==> src/rtl/c3lib_ckdiv_prog_ctn.sv <==
// Programmable integer clock divider with a flop-driven, glitch-free output.
// Optional strobe logic is built when C3LIB_CKDIV_PROG_STB_EN is defined.
module c3lib_ckdiv_prog_ctn #(
  parameter int unsigned DIV_W       = 8,
  parameter int unsigned RESET_RATIO = 8
) (
  input  logic             clk_in,
  input  logic             rst,
  input  logic [DIV_W-1:0] div_ratio,
  input  logic             div_ratio_ld,
  output logic             clk_out,
  output logic             clk_out_stb,
  output logic             ratio_ack,
  output logic             busy
);

  logic [DIV_W-1:0] cnt_q, cnt_d;
  logic [DIV_W-1:0] act_q, act_d;
  logic [DIV_W-1:0] pend_q, pend_d;
  logic             pvld_q, pvld_d;
  logic             clk_q, clk_d;
  logic             ack_q, ack_d;
  logic             wrap;
  logic [DIV_W-1:0] ld_val;
  logic [DIV_W-1:0] half_d;

  always_comb begin
    cnt_d  = cnt_q + 1'b1;
    act_d  = act_q;
    pend_d = pend_q;
    pvld_d = pvld_q;
    ack_d  = 1'b0;
    // A stopped divider (ratio 0) treats every edge as a period boundary.
    wrap   = (act_q == '0) || (cnt_q == act_q - 1'b1);
    ld_val = (div_ratio == DIV_W'(1)) ? DIV_W'(2) : div_ratio;
    if (wrap) begin
      cnt_d  = '0;
      pvld_d = 1'b0;
      if (div_ratio_ld) begin
        act_d = ld_val;
        ack_d = 1'b1;
      end else if (pvld_q) begin
        act_d = pend_q;
        ack_d = 1'b1;
      end
    end else if (div_ratio_ld) begin
      pend_d = ld_val;
      pvld_d = 1'b1;
    end
    half_d = (act_d >> 1) + DIV_W'(act_d[0]);
    clk_d  = (act_d != '0) && (cnt_d < half_d);
  end

  always_ff @(posedge clk_in or posedge rst) begin
    if (rst) begin
      cnt_q  <= DIV_W'(RESET_RATIO - 1);
      act_q  <= DIV_W'(RESET_RATIO);
      pend_q <= '0;
      pvld_q <= 1'b0;
      clk_q  <= 1'b0;
      ack_q  <= 1'b0;
    end else begin
      cnt_q  <= cnt_d;
      act_q  <= act_d;
      pend_q <= pend_d;
      pvld_q <= pvld_d;
      clk_q  <= clk_d;
      ack_q  <= ack_d;
    end
  end

  assign clk_out   = clk_q;
  assign ratio_ack = ack_q;
  assign busy      = pvld_q;

`ifdef C3LIB_CKDIV_PROG_STB_EN
  logic             stb_q, stb_d;
  logic [DIV_W-1:0] nxt_ratio;

  // Strobe predicts the following edge: a wrap that lands on a nonzero ratio.
  always_comb begin
    nxt_ratio = pvld_d ? pend_d : act_d;
    stb_d     = ((act_d == '0) || (cnt_d == act_d - 1'b1)) && (nxt_ratio != '0);
  end

  always_ff @(posedge clk_in or posedge rst) begin
    if (rst) stb_q <= 1'b0;
    else     stb_q <= stb_d;
  end

  assign clk_out_stb = stb_q;
`else
  assign clk_out_stb = 1'b0;
`endif

endmodule

==> config.mk <==
export PLATFORM = sky130hd
export DESIGN_NAME = c3lib_ckdiv_prog_ctn
export DESIGN_NICKNAME = d
export VERILOG_FILES = /design/src/rtl/c3lib_ckdiv_prog_ctn.sv
export SDC_FILE = /design/constraint.sdc
export NUM_CORES = 1
export LEC_CHECK = 0
export CAP_MARGIN = 10
export CELL_PAD_IN_SITES_DETAIL_PLACEMENT = 0
export CELL_PAD_IN_SITES_GLOBAL_PLACEMENT = 1
export CORE_MARGIN = 4
export CORE_UTILIZATION = 41
export DETAILED_ROUTE_END_ITERATION = 10
export GPL_ROUTABILITY_DRIVEN = 1
export PLACE_DENSITY = 0.78
export SLEW_MARGIN = 5
export SYNTH_ARGS = -nofsm -noshare
export SYNTH_HDL_FRONTEND = slang
export SYNTH_SLANG_ARGS = --single-unit
export TNS_END_PERCENT = 50
==> constraint.sdc <==
create_clock -name clk_in -period 3.5 [get_ports clk_in]
set_input_delay 0.7 -clock clk_in [delete_from_list [all_inputs] [get_ports clk_in]]
set_output_delay 0.7 -clock clk_in [all_outputs]
set_load 0.05 [all_outputs]
==> results_dict.tcl <==
set metrics [dict create \
    period_minus_slack_ns 3.81 \
    num_rows 25 \
    max_cap_viol_count 0 \
    hold_path_end "pend_q[1]" \
    cts_sinks 27 \
    synthTopCellsByArea "dfrtp_1 28%, ha_1 7.3%, dfstp_2 5.1%" \
    ys_top_cells_by_count "26 x nand2_1, 24 x nor2_1, 23 x dfrtp_1" \
    final.setup_skew_ns 0.00790 \
    vias 1783 \
    overflow 0 \
    status "complete, but fails checks" \
    clock.fmax_mhz 263 \
    worstMarginPinSlew_ns 1.05 \
    initial_core_util 0.429 \
    min_path_cells 1 \
    hold_viol 0 \
    die_w_um 79.0 \
    violations "setup timing" \
    dieArea_um2 6240 \
    fillers 451 \
    first_pass_iters 4 \
    ctsHoldBuffers 0 \
    design_area_um2 2770 \
    ctsHtreeMaxLevel 1 \
    dpl.hpwl_mm 3.84 \
    drt_iter0_markers 99 \
    setup-violations-final 1 \
    cellLeakagePower_nw 1.23 \
    antenna_found_initial 0 \
    dp.cells 341 \
    syn_to_final_growth_pct 34.2 \
    min-delay-start "pend_q[1]" \
    core_um2 4820 \
    drc 0 \
    grt_pass1_wl_mm 8.37 \
    ys_types 44 \
    drive_gt1_frac 0.343 \
    yosysTopAreaCell "dfrtp_1" \
    cp_max_fo 5 \
    place.gp.congestion 0.842 \
    final_antenna_net_count 0 \
    synth_area_um2 2070 \
    wl_mm 5.04 \
    post-synth-top-count-cell "nand2_1" \
    yosys_warnings 0 \
    grt.total_usage 0.169 \
    syn_nets 253 \
    vdd.ir_drop.worst_uv 196 \
    min_path_type "flop to flop" \
    tritoncts "yes" \
    insertion_delay_ns 0.28 \
    total_power_w 0.000610 \
    antenna_cells 0 \
    port_buffers 13 \
    rsz0062_at_grt "yes" \
    timing.rr.end "clk_out" \
    drv_slew 0 \
    ys_seq_area_frac 0.329 \
    synth_ff_type "dfrtp_1" \
    r2r-start "act_q[3]" \
    via_per_inst 5.05 \
    p_per_area_nw_per_um2 220 \
    finalWorstSetupSlack_ns -0.309 \
    cts-buffers-inserted 3 \
    path_class "flop to flop" \
    dieHeight_um 79.0 \
    final_cells 353 \
    slew_headroom 0.302 \
    synth_cells 230 \
    synth_edf_count 0 \
    synthArstFlopShare 1.00 \
    num_io_pins 15 \
    placed_area_um2 2570 \
    fin_setup_tns_ns -0.309 \
    synth_top_area_frac 0.279 \
    route.detailed.wl_per_inst_um 14.3 \
    post-route-period-util 1.09 \
    start_kind "flop" \
    reg2regPathDepth 20 \
    worstPathArrival_ns 3.98 \
    final_util 0.575 \
    clkTransAtPathRegs_ns 0.10 \
    required_ns 3.67 \
    clk_root_buffer_cell "clkbuf_8" \
    grt_max_degree 27 \
    nets 310 \
    r2r_setup_slack_ns -0.31 \
    clock_path_buffers 2 \
    ys_ff_latch 27 \
    grt_pass1_vias 1770 \
    syn_area_per_cell_um2 8.98 \
    end_kind "flop" \
]
-- metrics by stage --
| stage | setup slack, ns | hold WS [ns] |
|---|---|---|
| floorplan | -0.0693 | 0.471 |
| global placement | -0.276 | 0.502 |
| detailed placement | -0.317 | 0.500 |
| CTS | -0.180 | 0.528 |
| global route | -0.518 | 0.541 |
| finish | -0.309 | 0.523 |
-- power breakdown --
| part | switching (W) | leakage [nW] | total, W | internal, W |
|---|---|---|---|---|
| combinational | 0.0000432 | 0.913 | 0.0000915 | 0.0000483 |
| sequential | 0.00000629 | 0.299 | 0.000328 | 0.000322 |
| clock | 0.000108 | 0.0228 | 0.000190 | 0.0000820 |
| total | 0.000158 | 1.23 | 0.000610 | 0.000452 |
-- what timing repair did --
item / CTS / global route
setup buffers: 1 / 7
gates resized for setup: 8 / 15
pin swaps: 3 / 16
setup endpoints to repair: 1 / 1
-- registers in the layout, indices dropped and copies added, names as in the netlist --
name and flops:
cnt_q 8, clk_out 1, pend_q 8, busy 1
ratio_ack 1, act_q 8
-- kinds of logic (layout without fill, tap and decap cells) --
family / Yosys count / count (layout) / synth area share
flip-flops: 27 / 27 / 0.329
XOR/XNOR: 23 / 23 / 0.0975
buffers and inverters: 25 / 81 / 0.0660
adder cells (fa/ha/maj): 12 / 12 / 0.0727
AND/OR/NAND/NOR: 84 / 84 / 0.192
AO/OA/AOI/OAI: 41 / 41 / 0.140
multiplexers: 17 / 17 / 0.101
other: 1 / 1 / 0.00182
-- worst max-delay path, stage by stage (launching register included) --
cell	delay [ns]
dfstp_2	0.61
buf_4	0.14
nor3_4	0.04
buf_4	0.15
a31o_2	0.24
a22oi_2	0.14
o211ai_2	0.16
o21ai_4	0.14
o21a_1	0.21
o21a_1	0.22
ha_4	0.19
nand2_1	0.08
nor2_2	0.13
xor2_1	0.21
o21ai_2	0.11
ha_1	0.30
buf_4	0.10
nand4_1	0.08
a211o_1	0.25
a21oi_2	0.15
a2111oi_4	0.05
-- per-layer routing --
metal | vias to the layer above | GRT usage | wire length, um
met2 | 16 | 0.277 | 2510
met1 | 859 | 0.231 | 2370
met5 | - | 0 | 0
met4 | 0 | 0.0378 | 79
met3 | 8 | 0.0317 | 85
li1 | 900 | - | -
-- final cells by class --
cell class                      instances  area [um2]  area share
Multi-Input combinational cell        178        1380       0.499
Sequential cell                        27         683       0.247
Timing Repair Buffer                   67         539       0.195
Tap cell                               67        83.8      0.0302
Clock buffer                            4        45.0      0.0163
Inverter                               10        37.5      0.0135
-- cells in the final DEF, fill, tap and decap left out, types with 3 or more instances in the layout --
cell              n
nand4_1           4
xnor2_1           8
ha_4              3
dfrtp_1          21
a21oi_2           3
clkbuf_8          3
nor2_2            3
mux2i_1           8
nand3_1          16
dfstp_2           4
nor2_1           21
o21a_1            4
buf_4            53
and3_1            3
o21ai_0          14
xor2_1           12
inv_1             8
a21oi_1           4
nand2_1          25
ha_1              9
mux2_4            7
clkdlybuf4s50_1  13
-- worst max path at each step --
stage                       from      end  slack [ns]  cells past startpoint
floorplan               act_q[0]  clk_out       -0.07                     20
global placement    div_ratio[7]  clk_out       -0.28                     17
CTS                     act_q[0]  clk_out       -0.18                     19
finish                  act_q[3]  clk_out       -0.31                     20
global route            act_q[0]  clk_out       -0.52                     19
detailed placement  div_ratio[7]  clk_out       -0.32                     18
Note: power is estimated with default switching activity, not from simulation.
